==> src/rtl/gate_pkg.sv <==
// Shared definitions for the gate identifier: classification codes,
// reference truth tables (indexed as truth[{a,b}] = y) and FSM encoding.
package gate_pkg;

  localparam int unsigned GATE_ID_W = 3;
  localparam int unsigned TT_W      = 4;

  localparam logic [GATE_ID_W-1:0] GATE_UNKNOWN = 3'd0;
  localparam logic [GATE_ID_W-1:0] GATE_AND     = 3'd1;
  localparam logic [GATE_ID_W-1:0] GATE_NAND    = 3'd2;
  localparam logic [GATE_ID_W-1:0] GATE_OR      = 3'd3;
  localparam logic [GATE_ID_W-1:0] GATE_NOR     = 3'd4;
  localparam logic [GATE_ID_W-1:0] GATE_NOT_A   = 3'd5;
  localparam logic [GATE_ID_W-1:0] GATE_XOR     = 3'd6;
  localparam logic [GATE_ID_W-1:0] GATE_XNOR    = 3'd7;

  localparam logic [TT_W-1:0] TT_AND   = 4'b1000;
  localparam logic [TT_W-1:0] TT_NAND  = 4'b0111;
  localparam logic [TT_W-1:0] TT_OR    = 4'b1110;
  localparam logic [TT_W-1:0] TT_NOR   = 4'b0001;
  localparam logic [TT_W-1:0] TT_NOT_A = 4'b0011;
  localparam logic [TT_W-1:0] TT_XOR   = 4'b0110;
  localparam logic [TT_W-1:0] TT_XNOR  = 4'b1001;

  typedef enum logic [1:0] {
    ST_IDLE = 2'd0,
    ST_RUN  = 2'd1,
    ST_DONE = 2'd2
  } state_e;

endpackage

==> src/rtl/gate_decode.sv <==
// Combinational truth-table classifier.
//   truth_i    : 4-bit table, truth_i[{a,b}] = y
//   mismatch_i : passes disagreed; forces UNKNOWN
//   gate_id_o  : classification code from gate_pkg
module gate_decode
  import gate_pkg::*;
(
  input  logic [TT_W-1:0]      truth_i,
  input  logic                 mismatch_i,
  output logic [GATE_ID_W-1:0] gate_id_o
);

  always_comb begin
    gate_id_o = GATE_UNKNOWN;
    if (!mismatch_i) begin
      case (truth_i)
        TT_AND:   gate_id_o = GATE_AND;
        TT_NAND:  gate_id_o = GATE_NAND;
        TT_OR:    gate_id_o = GATE_OR;
        TT_NOR:   gate_id_o = GATE_NOR;
        TT_NOT_A: gate_id_o = GATE_NOT_A;
        TT_XOR:   gate_id_o = GATE_XOR;
        TT_XNOR:  gate_id_o = GATE_XNOR;
        default:  gate_id_o = GATE_UNKNOWN;
      endcase
    end
  end

endmodule

==> src/rtl/gate_identifier.sv <==
// Drives a 2-input gate under test through all input combinations, builds its
// truth table over NUM_PASSES sweeps and classifies it.
//   clk, rst          : clock, async active-high reset
//   start             : run request, honoured only in IDLE
//   probe_a/probe_b   : registered GUT inputs; probe_y: GUT output
//   busy, done        : run in progress / one-cycle results-valid pulse
//   truth, gate_id    : first-pass table and its classification
//   mismatch          : a later pass disagreed with the first
module gate_identifier
  import gate_pkg::*;
#(
  parameter int unsigned SETTLE_CYCLES = 2,
  parameter int unsigned NUM_PASSES    = 2
) (
  input  logic                 clk,
  input  logic                 rst,
  input  logic                 start,
  output logic                 probe_a,
  output logic                 probe_b,
  input  logic                 probe_y,
  output logic                 busy,
  output logic                 done,
  output logic [TT_W-1:0]      truth,
  output logic [GATE_ID_W-1:0] gate_id,
  output logic                 mismatch
);

  localparam int unsigned SW = $clog2(SETTLE_CYCLES + 1);
  localparam int unsigned PW = $clog2(NUM_PASSES + 1);

  state_e                 state_q;
  logic [1:0]             combo_q;
  logic [PW-1:0]          pass_q;
  logic [SW-1:0]          settle_q;
  logic [TT_W-1:0]        work_q;
  logic                   mm_work_q;
  logic                   probe_a_q, probe_b_q, busy_q, done_q, mismatch_q;
  logic [TT_W-1:0]        truth_q;
  logic [GATE_ID_W-1:0]   gate_id_q;

  logic [TT_W-1:0]        work_d;
  logic                   mm_work_d;
  logic [GATE_ID_W-1:0]   gate_id_d;
  logic                   last_pass_c;

  // Table and mismatch flag as they stand after this edge's capture, so the
  // final capture of a run is included when results load on entry to DONE.
  always_comb begin
    work_d    = work_q;
    mm_work_d = mm_work_q;
    if (pass_q == '0) begin
      work_d[combo_q] = probe_y;
    end else if (probe_y != work_q[combo_q]) begin
      mm_work_d = 1'b1;
    end
  end

  assign last_pass_c = (pass_q == PW'(NUM_PASSES - 1));

  gate_decode u_decode (
    .truth_i    (work_d),
    .mismatch_i (mm_work_d),
    .gate_id_o  (gate_id_d)
  );

  // Run sequencer: settle window per combo, combo/pass stepping, result load.
  always_ff @(posedge clk or posedge rst) begin
    if (rst) begin
      state_q    <= ST_IDLE;
      combo_q    <= 2'd0;
      pass_q     <= '0;
      settle_q   <= '0;
      work_q     <= '0;
      mm_work_q  <= 1'b0;
      probe_a_q  <= 1'b0;
      probe_b_q  <= 1'b0;
      busy_q     <= 1'b0;
      done_q     <= 1'b0;
      truth_q    <= '0;
      gate_id_q  <= GATE_UNKNOWN;
      mismatch_q <= 1'b0;
    end else begin
      done_q <= 1'b0;
      case (state_q)
        ST_IDLE: begin
          if (start) begin
            state_q   <= ST_RUN;
            busy_q    <= 1'b1;
            combo_q   <= 2'd0;
            pass_q    <= '0;
            probe_a_q <= 1'b0;
            probe_b_q <= 1'b0;
            settle_q  <= SW'(SETTLE_CYCLES - 1);
            mm_work_q <= 1'b0;
          end
        end
        ST_RUN: begin
          if (settle_q != '0) begin
            settle_q <= settle_q - SW'(1);
          end else begin
            // Last edge of the window: capture and step to the next combo.
            work_q                 <= work_d;
            mm_work_q              <= mm_work_d;
            settle_q               <= SW'(SETTLE_CYCLES - 1);
            combo_q                <= combo_q + 2'd1;
            {probe_a_q, probe_b_q} <= combo_q + 2'd1;
            if (combo_q == 2'd3) begin
              if (last_pass_c) begin
                state_q    <= ST_DONE;
                busy_q     <= 1'b0;
                done_q     <= 1'b1;
                truth_q    <= work_d;
                mismatch_q <= mm_work_d;
                gate_id_q  <= gate_id_d;
              end else begin
                pass_q <= pass_q + PW'(1);
              end
            end
          end
        end
        ST_DONE: begin
          state_q <= ST_IDLE;
        end
        default: begin
          state_q <= ST_IDLE;
        end
      endcase
    end
  end

  assign probe_a  = probe_a_q;
  assign probe_b  = probe_b_q;
  assign busy     = busy_q;
  assign done     = done_q;
  assign truth    = truth_q;
  assign gate_id  = gate_id_q;
  assign mismatch = mismatch_q;

endmodule

==> config.mk <==
export PLATFORM = sky130hd
export DESIGN_NAME = gate_identifier
export DESIGN_NICKNAME = d
export VERILOG_FILES = /design/src/rtl/gate_pkg.sv /design/src/rtl/gate_decode.sv /design/src/rtl/gate_identifier.sv
export SDC_FILE = /design/constraint.sdc
export NUM_CORES = 1
export LEC_CHECK = 0
export ABC_AREA = 1
export CAP_MARGIN = 10
export CORE_UTILIZATION = 35
export CTS_CLUSTER_SIZE = 30
export DETAILED_ROUTE_END_ITERATION = 12
export PLACE_DENSITY = 0.65
export SLEW_MARGIN = 25
export SYNTH_ARGS = -nofsm -noshare
export SYNTH_HDL_FRONTEND = slang
export SYNTH_SLANG_ARGS = --single-unit
==> constraint.sdc <==
create_clock -name clk -period 1.6 [get_ports clk]
set_input_delay 0.32 -clock clk [delete_from_list [all_inputs] [get_ports clk]]
set_output_delay 0.32 -clock clk [all_outputs]
set_load 0.01 [all_outputs]
==> metrics.txt <==
Fillers=297; syn nets=167; unrepaired setup endpoints after global routing=yes; Tightest Pin Transition=313 ps; PortBufs=15; Die W=61.7 µm; sequential power share=23.6%; PwrDens=2240 nW/µm²; final worst hold slack=332 ps; Clock Skew=4.73 ps; DR vias=1146; Logic pwr share=69.6%; post-route cell area=1830 µm²; Inserted Diodes=0; worst-skew pair later-pin latency=310 ps; crit path to=gate_id[2]; CTS tree=built; Synth Register Bits=23; Initial DRC Count=36; HPWL after DPL=1930 µm; maxcap violations=0; Final Hold Fails=0; internal power=2.26 mW; CTS buffer count=3; Tmin final=1610 ps; outcome=finished with violations; Yosys top cell by area=dfrtp_1; Rel. slew slack=79.1%; crit path from=pass_q[0]; top-area cell type share of the netlist area=46.1%; DR pass1 iterations=4; GRT Resource Usage Total=16.5%; Final period util=101%; arrival time worst endpoint=1840 ps; FP Rows=21; startpoint types=flip-flop; register area share after synthesis=46.1%; FF-to-FF End=gate_id[2]; total wire length=2980 µm; vias in the first global route=1051; # setup viols final=1; die height=61.7 µm; Slew Limit Fails=0; GR Overflow Total=0; initial antenna violation count=0; CTS Sinks=23; maximum clock rate=620 MHz; failing checks=negative setup slack; Post-Synthesis Cells=157; critical path peak fanout=5; CTS Hold Buffers Added=0; placed cell areas=1570 µm²; # DRC=0; R2R Path Start=pass_q[0]; cell area after synthesis=1250 µm²; # nets final=212; final worst slack=-12.0 ps; gp weighted congestion=0.843; VDD IR-drop max=1.39 mV; Syn Area/Cell=7.95 µm²; Switching Share=44.9%; Die ar.=3810 µm²; clock-pin slew on the worst setup and hold paths=130 ps; Power Total=4.10 mW; Cell variety after synth=19; htree depth=1; reg2reg path depth=12; Via density=4.64; first-pass GRT wire length=4580 µm; area grow syn2layout=46.5%; Psw=1.84 mW; DRT antenna net count=0; Hold Crit Class=in -> async; Core ar.=3390 µm²; yosys warns=0; largest net degree at the start of global routing=24; Crit. End Element=flip-flop; Crit Path Class=reg -> reg; P_leak=1.01 nW; Root Driver=clkbuf_4; Initial Util=36.8%; Area contributors post-synth=dfrtp_1 (46%), nand2_1 (15%), ha_1 (6.0%); highest-count cells in the layout ignoring fill and taps=nand2_1 (39), buf_4 (25), dfrtp_1 (23), inv_1 (15); layout cells sized above 1=35.8%; CTS Buffer Depth=2; R2R Setup Slk=-10 ps; Clk pwr share=6.8%; Req. time, crit path=1820 ps; I/O pin total=16; commonest non-fill, non-tap cell in the layout=nand2_1; wire length per cell=12.1 µm
## worst min-delay path by stage
stage	from	to	depth (start not counted)
after floorplan	rst	busy	1
after global placement	gate_id[1]	gate_id[1]	2
after detailed placement	gate_id[0]	gate_id[0]	2
after CTS	rst	mm_work_q	3
after global routing	rst	truth[2]	3
final	rst	mm_work_q	3
## flip-flops by register name, summed over array words and instances, names as in the netlist
register and cells:
mismatch 1, probe_b 1, settle_q 2, truth 4, done 1, work_q 4
gate_id 3, state_q 2, probe_a 1, pass_q 2, mm_work_q 1, busy 1
## metal layers
metal	GRT usage, %	wire length [µm]
met3	4.97	58
met4	2.86	23
met1	19.8	1310
met5	0	0
met2	29.5	1590
## power groups by stage
stage	combinational [mW]	sequential, mW	clock, mW
after floorplan	1.23	1.03	0
after global placement	2.10	0.979	0
after detailed placement	2.16	0.991	0
after CTS	2.39	0.962	0.287
after global routing	3.16	0.996	0.310
final	2.86	0.967	0.277
## repair_timing
action                                  CTS  global route
endpoints found under the setup margin    5            13
endpoints found under the hold margin     0             0
pin swaps                                 5            11
resized for setup                        14            37
setup buffers                             5             6
## cells in the mapped netlist, drive strengths merged
| cell | instances |
|---|---|
| dfrtp | 23 |
| buf | 2 |
| or2 | 1 |
| nor2 | 14 |
| o21ai | 19 |
| and2 | 1 |
| ha | 6 |
| inv | 25 |
| nand3 | 12 |
| nand2 | 51 |
| a21oi | 3 |
## final cells by class
cell class	instances	area [µm²]	area share (%)
multi-input cells	107	692	37.8
inverters	25	104	5.68
well taps	46	57.6	3.15
repair buffers	42	374	20.5
flip-flops and latches	23	576	31.5
clock buffers	4	26.3	1.44
## per-stage QoR
step	utilization, %	setup WS, ps	std cells	setup TNS, ps
6_report	54.0	-12.0	247	-12.0
5_1_grt	54.0	-108	247	-308
4_1_cts	49.3	3.54	241	0
3_5_place_dp	46.2	-176	232	-462
3_3_place_gp	46.2	-143	232	-350
2_1_floorplan	-	67.3	157	0
## critical path, cell delays in order (launching register included)
cell and delay, ps:
dfrtp_1 420, inv_2 90, ha_4 170, buf_4 140, nand3_1 90, nand2_2 140
inv_4 60, nand2_1 80, nor2_2 50, nor2_2 120, nand2_1 60, nand2_1 60
nand2_1 40
## logic make-up after synthesis
| logic type | count (synthesis) | share of synthesized area, % |
|---|---|---|
| fa+ha+maj | 6 | 6.01 |
| simple gates | 79 | 30.2 |
| compound gates | 22 | 9.42 |
| flops | 23 | 46.1 |
| buf+inv | 27 | 8.32 |
Power figures use the tool's default switching activity.
